==> config.mk <==
export PLATFORM = sky130hd
export DESIGN_NAME = tcp_mem_rr_arbiter
export DESIGN_NICKNAME = d
export VERILOG_FILES = /design/src/rtl/tcp_mem_rr_arbiter.sv
export SDC_FILE = /design/constraint.sdc
export NUM_CORES = 1
export LEC_CHECK = 0
export ABC_AREA = 1
export BUFFER_PORTS_ARGS = -buffer_cell sky130_fd_sc_hd__buf_2
export CAP_MARGIN = 20
export CELL_PAD_IN_SITES_DETAIL_PLACEMENT = 0
export CELL_PAD_IN_SITES_GLOBAL_PLACEMENT = 1
export CORE_MARGIN = 2
export CORE_UTILIZATION = 40
export DETAILED_ROUTE_END_ITERATION = 8
export PLACE_DENSITY = 0.75
export SYNTH_ARGS = -nofsm -noshare
export SYNTH_HDL_FRONTEND = slang
export SYNTH_SLANG_ARGS = --single-unit
==> constraint.sdc <==
create_clock -name clk -period 2.5 [get_ports clk]
set_input_delay 0.5 -clock clk [delete_from_list [all_inputs] [get_ports clk]]
set_output_delay 0.5 -clock clk [all_outputs]
set_load 0.02 [all_outputs]
==> src/rtl/tcp_mem_rr_arbiter.sv <==
// ---------------------------------------------------------------------------
// tcp_mem_rr_arbiter
//
// Grants one of DEVICE_NUM TCP controllers exclusive use of the shared
// unconfirmed-memory write port. The grant is held until the granted channel
// pulses done_i or the grant watchdog expires. Two arbitration policies:
//   MODE 0 : legacy descending sweep (highest eligible index below a mask)
//   MODE 1 : rotating round-robin (first eligible index after the last winner)
//
// Handshake: a channel is eligible while its registered request and its
// enable are both high. A new grant is issued only from IDLE while
// wr_allow_i is high. Once issued, the grant cannot be revoked by dropping
// the request or enable; it ends on done_i (single-cycle pulse), on watchdog
// expiry, on flush_i or on reset. Every grant is followed by one RELEASE
// cycle with no grant.
//
// Ports:
//   clk          clock
//   rst_n        asynchronous active-low reset
//   req_i        per-channel request level
//   en_i         per-channel enable
//   wr_allow_i   end controller ready, sampled only in IDLE
//   done_i       end-of-transfer pulse from the granted channel
//   flush_i      synchronous clear of arbitration state (top priority)
//   gnt_o        one-hot grant (registered)
//   gnt_vld_o    grant valid, equals |gnt_o (registered)
//   gnt_port_o   index of the current or last granted channel
//   busy_o       high while in GRANT or RELEASE
//   timeout_o    one-cycle pulse in the RELEASE cycle after a watchdog expiry
// ---------------------------------------------------------------------------
module tcp_mem_rr_arbiter #(
    parameter  int DEVICE_NUM    = 4,
    parameter  int MODE          = 1,
    parameter  int MAX_GRANT_CYC = 256,
    localparam int PORT_W        = (DEVICE_NUM > 1) ? $clog2(DEVICE_NUM) : 1
) (
    input  logic                  clk,
    input  logic                  rst_n,
    input  logic [DEVICE_NUM-1:0] req_i,
    input  logic [DEVICE_NUM-1:0] en_i,
    input  logic                  wr_allow_i,
    input  logic                  done_i,
    input  logic                  flush_i,
    output logic [DEVICE_NUM-1:0] gnt_o,
    output logic                  gnt_vld_o,
    output logic [PORT_W-1:0]     gnt_port_o,
    output logic                  busy_o,
    output logic                  timeout_o
);

    // Grant age counter width; must be able to hold MAX_GRANT_CYC.
    localparam int CNT_W = (MAX_GRANT_CYC > 0) ? $clog2(MAX_GRANT_CYC + 1) : 1;

    // Watchdog fires when the age reaches MAX_GRANT_CYC-1, i.e. after the
    // grant has been visible for exactly MAX_GRANT_CYC cycles.
    localparam bit               WDOG_EN  = (MAX_GRANT_CYC != 0);
    localparam logic [CNT_W-1:0] CNT_LAST = CNT_W'((MAX_GRANT_CYC > 0) ? (MAX_GRANT_CYC - 1) : 0);

    // The sweep mask must be able to hold DEVICE_NUM itself ("nothing
    // excluded"), so it is one bit wider than a port index.
    localparam logic [PORT_W:0]   MASK_INIT = (PORT_W + 1)'(DEVICE_NUM);
    localparam logic [PORT_W-1:0] LAST_INIT = PORT_W'(DEVICE_NUM - 1);

    typedef enum logic [1:0] {
        ST_IDLE    = 2'd0,
        ST_GRANT   = 2'd1,
        ST_RELEASE = 2'd2
    } state_t;

    // ------------------------------------------------------------------
    // State and registered outputs
    // ------------------------------------------------------------------
    state_t                r_state;
    logic [DEVICE_NUM-1:0] r_req;
    logic [DEVICE_NUM-1:0] r_gnt;
    logic                  r_gnt_vld;
    logic [PORT_W-1:0]     r_gnt_port;
    logic                  r_busy;
    logic                  r_timeout;
    logic [CNT_W-1:0]      r_cnt;
    logic [PORT_W:0]       r_mask;
    logic [PORT_W-1:0]     r_last;

    // ------------------------------------------------------------------
    // Combinational winner selection
    // ------------------------------------------------------------------
    logic [DEVICE_NUM-1:0] w_elig;

    // Round-robin: lowest eligible index strictly above r_last, falling
    // back to the lowest eligible index overall (the wrap-around case).
    logic                  w_rr_hi_found;
    logic [PORT_W-1:0]     w_rr_hi_idx;
    logic                  w_rr_lo_found;
    logic [PORT_W-1:0]     w_rr_lo_idx;
    logic                  w_rr_found;
    logic [PORT_W-1:0]     w_rr_idx;

    // Descending sweep: highest eligible index strictly below r_mask.
    logic                  w_sw_found;
    logic [PORT_W-1:0]     w_sw_idx;

    logic                  w_win_found;
    logic [PORT_W-1:0]     w_win_idx;
    logic [DEVICE_NUM-1:0] w_win_onehot;
    logic [PORT_W:0]       w_next_mask;
    logic                  w_any_elig;
    logic                  w_expire;

    assign w_elig     = r_req & en_i;
    assign w_any_elig = |w_elig;

    always_comb begin
        w_rr_hi_found = 1'b0;
        w_rr_hi_idx   = '0;
        w_rr_lo_found = 1'b0;
        w_rr_lo_idx   = '0;
        // Descending loops: the final assignment is the lowest match.
        for (int i = DEVICE_NUM - 1; i >= 0; i--) begin
            if (w_elig[PORT_W'(i)]) begin
                w_rr_lo_found = 1'b1;
                w_rr_lo_idx   = PORT_W'(i);
            end
            if (w_elig[PORT_W'(i)] && (PORT_W'(i) > r_last)) begin
                w_rr_hi_found = 1'b1;
                w_rr_hi_idx   = PORT_W'(i);
            end
        end
        w_rr_found = w_rr_hi_found | w_rr_lo_found;
        w_rr_idx   = w_rr_hi_found ? w_rr_hi_idx : w_rr_lo_idx;
    end

    always_comb begin
        w_sw_found = 1'b0;
        w_sw_idx   = '0;
        // Ascending loop: the final assignment is the highest match.
        for (int i = 0; i < DEVICE_NUM; i++) begin
            if (w_elig[PORT_W'(i)] && ((PORT_W + 1)'(i) < r_mask)) begin
                w_sw_found = 1'b1;
                w_sw_idx   = PORT_W'(i);
            end
        end
    end

    always_comb begin
        if (MODE == 1) begin
            w_win_found = w_rr_found;
            w_win_idx   = w_rr_idx;
        end else begin
            w_win_found = w_sw_found;
            w_win_idx   = w_sw_idx;
        end
        w_win_onehot = DEVICE_NUM'(1) << w_win_idx;
        // After granting index 0 the sweep restarts from the top.
        w_next_mask  = (w_win_idx == '0) ? MASK_INIT : {1'b0, w_win_idx};
    end

    assign w_expire = WDOG_EN && (r_cnt == CNT_LAST);

    // ------------------------------------------------------------------
    // Arbitration FSM with registered outputs
    // ------------------------------------------------------------------
    always_ff @(posedge clk or negedge rst_n) begin
        if (!rst_n) begin
            r_state    <= ST_IDLE;
            r_req      <= '0;
            r_gnt      <= '0;
            r_gnt_vld  <= 1'b0;
            r_gnt_port <= '0;
            r_busy     <= 1'b0;
            r_timeout  <= 1'b0;
            r_cnt      <= '0;
            r_mask     <= MASK_INIT;
            r_last     <= LAST_INIT;
        end else begin
            r_req     <= req_i;
            r_timeout <= 1'b0;

            if (flush_i) begin
                // gnt_port_o deliberately keeps the last granted index.
                r_state   <= ST_IDLE;
                r_gnt     <= '0;
                r_gnt_vld <= 1'b0;
                r_busy    <= 1'b0;
                r_cnt     <= '0;
                r_mask    <= MASK_INIT;
                r_last    <= LAST_INIT;
            end else begin
                case (r_state)
                    ST_IDLE: begin
                        if (wr_allow_i && w_any_elig) begin
                            if (w_win_found) begin
                                r_state    <= ST_GRANT;
                                r_gnt      <= w_win_onehot;
                                r_gnt_vld  <= 1'b1;
                                r_gnt_port <= w_win_idx;
                                r_busy     <= 1'b1;
                                r_cnt      <= '0;
                                r_last     <= w_win_idx;
                                r_mask     <= w_next_mask;
                            end else begin
                                // Sweep exhausted below the mask: wrap, and
                                // grant on a later cycle.
                                r_mask <= MASK_INIT;
                            end
                        end
                    end

                    ST_GRANT: begin
                        if (done_i) begin
                            // done has priority over a simultaneous expiry.
                            r_state   <= ST_RELEASE;
                            r_gnt     <= '0;
                            r_gnt_vld <= 1'b0;
                        end else if (w_expire) begin
                            r_state   <= ST_RELEASE;
                            r_gnt     <= '0;
                            r_gnt_vld <= 1'b0;
                            r_timeout <= 1'b1;
                        end else if (r_cnt != '1) begin
                            // Saturating: matters only with the watchdog off.
                            r_cnt <= r_cnt + 1'b1;
                        end
                    end

                    ST_RELEASE: begin
                        r_state <= ST_IDLE;
                        r_busy  <= 1'b0;
                    end

                    default: begin
                        r_state   <= ST_IDLE;
                        r_gnt     <= '0;
                        r_gnt_vld <= 1'b0;
                        r_busy    <= 1'b0;
                    end
                endcase
            end
        end
    end

    assign gnt_o      = r_gnt;
    assign gnt_vld_o  = r_gnt_vld;
    assign gnt_port_o = r_gnt_port;
    assign busy_o     = r_busy;
    assign timeout_o  = r_timeout;

endmodule

# [After elaboration in Yosys (flattened, before gate mapping)]
# Index checks and enable logic that the tools add are counted.
[totals] reg_bits=26 in_bits=13 output_inout_bits=9 wordCells=87
[classes] n_addsub=1 order_cmp=2 eq_ne=12 shift=1 mux=44 bitwise=3 n_reduce_logical=15
[ops] operator="$mux W9" n=6
[ops] operator="$mux W2" n=13
[ops] operator="$mux W4" n=5
[ops] operator="$pmux W9 S2" n=1
[ops] operator="$mux W1" n=15
[ops] operator="$ne A3 B3 Y1 const B" n=5
[ops] operator="$pmux W4 S3" n=1
[ops] operator="$add A9 B1 Y9 const B" n=1
[ops] operator="$eq A9 B8 Y1 const B" n=1
[ops] operator="$ne A9 B9 Y1 const B" n=1
[ops] operator="$reduce_and A3 Y1" n=3
[ops] operator="$reduce_and A4 Y1" n=2
[ops] operator="$reduce_and A6 Y1" n=1
[ops] operator="$reduce_bool A2 Y1" n=3
[ops] operator="$and A4 B4 Y4" n=1
[ops] operator="$gt A1 B2 Y1 const A" n=2
[ops] operator="$ne A2 B2 Y1 const B" n=2
[ops] operator="$ne A4 B4 Y1 const B" n=1
[ops] operator="$pmux W2 S2" n=1
[ops] operator="$reduce_or A4 Y1" n=1
[ops] operator="$shl A1 B2 Y4 const A" n=1
[ops] operator="$logic_and A1 B1 Y1" n=3
[ops] operator="$pmux W1 S3" n=1
[ops] operator="$reduce_bool A3 Y1" n=1
[ops] operator="6 further kinds" n=6

# [Depth between registers and ports, before layout]
[logic_depth] word_depth=10 mapped_depth=13 ltp_nobuf=13

# [Worst setup path after synthesis]
# OpenSTA, ideal clock, no wires.
[synth_path] path_kind="reg2reg" start="reg r_cnt[0]" end="reg r_cnt[5]" setup_time_ns=0.118 t_arrival_ns=1.739 required_ns=2.382 path_slack_ns=0.643 stages_incl_launch_ff=14 path_buffers=1 period_less_slack_ns=1.857 cell_sequence="dfrtp_1 > ha_1 > nand2_1 > nor2_1 > nand3_1 > nor2_1 > ha_1 > inv_1 > nand2_1 > a21oi_2 > nand2_4 > buf_6 > nand2_1 > nand2_1"
[synth_via] elab_chain_cells=6 elab_cells_between_ends=11 classes_between="add/sub: 1; eq/ne: 4; mux: 5; reduce/logical: 1"
[synth_rtl] item="from (decl)" line_no="80" rtl="logic [CNT_W-1:0] r_cnt;"
[synth_rtl] item="from (signal assigned)" line_no="221" rtl="r_cnt <= r_cnt + 1'b1;"
[synth_rtl] item="$add A9 B1 Y9" line_no="221"
[synth_rtl] item="$mux W9" line_no="219" rtl="end else if (r_cnt != '1) begin"
[synth_rtl] item="$mux W9" line_no="214" rtl="end else if (w_expire) begin"
[synth_rtl] item="$mux W9" line_no="209" rtl="if (done_i) begin"
[synth_rtl] item="$pmux W9 S2" line_no="188" rtl="case (r_state)"
[synth_rtl] item="$mux W9" line_no="178" rtl="if (flush_i) begin"
# Parallel ways exist; a longest one is shown, timed or not. The select of a mux whose other input is x is not followed.
# A chain may end at the register's enable or synchronous reset.

# [Final worst setup path]
[layout_path] start="reg r_cnt[0]" end="reg r_cnt[4]"
# Same word-level chain as after synthesis.

==> metrics.yaml <==
required_ns: 2.70
grt_usage_pct: 15.6
clockRootBuffer: "clkbuf_4"
clk_pin_slew_ns: 0.12
relSlewSlack_pct: 65.5
r2r-end: "r_cnt[4]"
p_leak_nw: 0.713
synth_top_area_share_pct: 43.1
critical_path.slowest_cell: "dfrtp_1"
placementRows: 20
detail-route-antenna-nets: 0
path_depth: 12
vias_per_cell: 4.72
synth.yosys.seq_area_share_pct: 47.4
antenna_found_initial: 0
hold_slack_ns: 0.149
netlist_area_um2: 1220
io_buffer_count: 18
hpwl_mm: 1.82
status: "complete, no violations"
fp.dieArea_um2: 3500
drcViolationCount: 0
grt_pass1_vias: 1003
fp.dieH_um: 59.2
cts_buffers: 3
firstDrtPassIters: 4
final.setup.tns_ns: 0
p_clk_share_pct: 24.3
crit_fanout: 15
synth.distinct_cells: 25
period_share_pct: 84.4
synth_common_cells: "nand2_1 (54), dfrtp_1 (21), inv_1 (14)"
crit_type: "flop to flop"
ys.flop_type: "dfrtp_1"
grt_max_degree: 24
die_w_um: 59.2
start_util_pct: 40.9
critPathLaunch: "r_cnt[0]"
synth.most_common_cell: "nand2_1"
drv_cap: 0
clk_path_buf_depth: 2
reg2reg_from: "r_cnt[0]"
hold_violations: 0
finClkSkew_ns: 0.00597
cts_sinks: 23
drv_slew: 0
fmax_ghz: 0.474
ctsHtreeMaxLevel: 1
multiInputGateArea_um2: 551
ys_ff_latch: 23
fin_crit_ns: 2.11
combPwrFrac_pct: 17.4
drt_iter0_drc: 49
grt_first_pass_wirelength_mm: 4.13
cp_top_family: "simple AND/OR/NAND/NOR gates"
worstPathCellList: "ha_1, nand2_1, nor2_1, nand3_1, nor2_1, ha_1, nor2_1, nand2_1, a21oi_2, nand2_4, nand2_1, o21ai_2"
crit_arrival_ns: 2.32
stdcell_count: 204
postCtsResizedCells: 0
rrSetupSlack_ns: 0.39
p_switching_mw: 0.204
dp.cells: 200
pin_count: 22
cts_setup_buffers: 0
startpoint_type: "flop"
pre_cts_slack_ns: 0.402
final-seq-area_um2: 578
power.density_nw_per_um2: 516
synth_area_leaders: "dfrtp_1 (43%), nand2_1 (17%), o21ai_2 (5.0%)"
worst_path_largest_cell_delay_ns: 0.44
diodes: 0
routedWlPerCell_um: 11.3
netSwitchingFraction_pct: 29.3
yosysTopAreaCell: "dfrtp_1"
rsz0062_at_grt: "no"
gr-total-overflow: 0
cp.buffers_inverters: 0
nets: 188
finalSetupViolations: 0
drive_gt1_share_pct: 23.4
r2r_cells: 12
crit_path_end_kind: "flop"
worst_ir_drop_vdd_v: 0.000263
synth_edf_count: 0
syn_inst: 151
clk_latency_ns: 0.31
ys_async_sr_fraction_pct: 100
vias: 963
internal_power_mw: 0.493
routabilityCongestion: 0.833
area_delta_synth_final_pct: 10.8
yosys_warnings: 0
fillers: 300
worstMarginPinSlew_ns: 0.518
design.core.area_um2: 2980
p_seq_share_pct: 58.2
fin_ws_ns: 0.389
hold_buffers: 0
hold_path_class: "input pin to asynchronous set/reset pin"
cts_tree: "yes"
syn_avg_cell_area_um2: 8.07
totalWireLength_mm: 2.31
==> worst max-delay path by stage <==
stage | endpoint
after floorplan | r_cnt[5]
after global placement | r_cnt[8]
after detailed placement | r_cnt[8]
after CTS | r_cnt[0]
after global routing | r_cnt[3]
final | r_cnt[4]
==> cell usage in the layout, fill, tap and decap left out, drive strengths merged <==
cell	n
nand2	58
dfrtp	21
buf	18
inv	17
nor2	14
o21ai	10
nand3	6
nand4	6
clkbuf	4
ha	3
conb	3
or2	3
nand3b	2
dfstp	2
a21oi	2
nor3	1
o21bai	1
==> kinds of logic after synthesis <==
group,Yosys count,synth area share (%)
fa+ha+maj,3,3.08
other cells,1,0.308
simple gates,90,33.2
compound gates,13,8.01
flops,23,47.4
buf+inv,21,8.01
==> sequential cells by signal (all words and copies together), names as in the netlist <==
name        flops
r_req           4
r_state         2
gnt_o           2
gnt_vld_o       1
r_last          2
gnt_port_o      1
busy_o          1
r_cnt           9
timeout_o       1
==> final cells by class <==
type,count,share of cell area (%)
flip-flops and latches,23,42.8
multi-input cells,109,40.8
repair buffers,18,6.67
inverters,17,4.73
well taps,33,3.06
clock buffers,4,1.95
==> worst register-to-register path, cell delays in order, from the launching register on <==
cell and delay, ns:
dfrtp_1 0.44, ha_1 0.22, nand2_1 0.10, nor2_1 0.08, nand3_1 0.10, nor2_1 0.07, ha_1 0.18, nor2_1 0.11
nand2_1 0.10, a21oi_2 0.27, nand2_4 0.19, nand2_1 0.11, o21ai_2 0.05
==> metal layers <==
layer	part of all wire (%)	wire (µm)	vias to the layer above	global-route usage (%)
li1	-	-	506	-
met5	0	0	-	0
met2	50	1160	11	24.6
met1	47	1080	444	20.8
met3	2.3	52	2	1.97
met4	0.74	17	0	8.12
==> power groups by stage <==
stage                     logic, mW  registers (mW)  clock network, mW
after detailed placement      0.124           0.413                  0
after global placement        0.122           0.413                  0
after global routing          0.138           0.409              0.194
after floorplan              0.0750           0.426                  0
after CTS                     0.124           0.406              0.182
final                         0.122           0.406              0.170
==> stage by stage <==
stage                     total power [mW]  instance area (µm²)  util [%]
after floorplan                      0.501                 1230         -
after global placement               0.534                 1320      44.5
after detailed placement             0.537                 1320      44.5
after CTS                            0.712                 1350      45.3
after global routing                 0.741                 1350      45.3
final                                0.697                 1350      45.3
No activity file was read; power rests on OpenSTA's default activity.
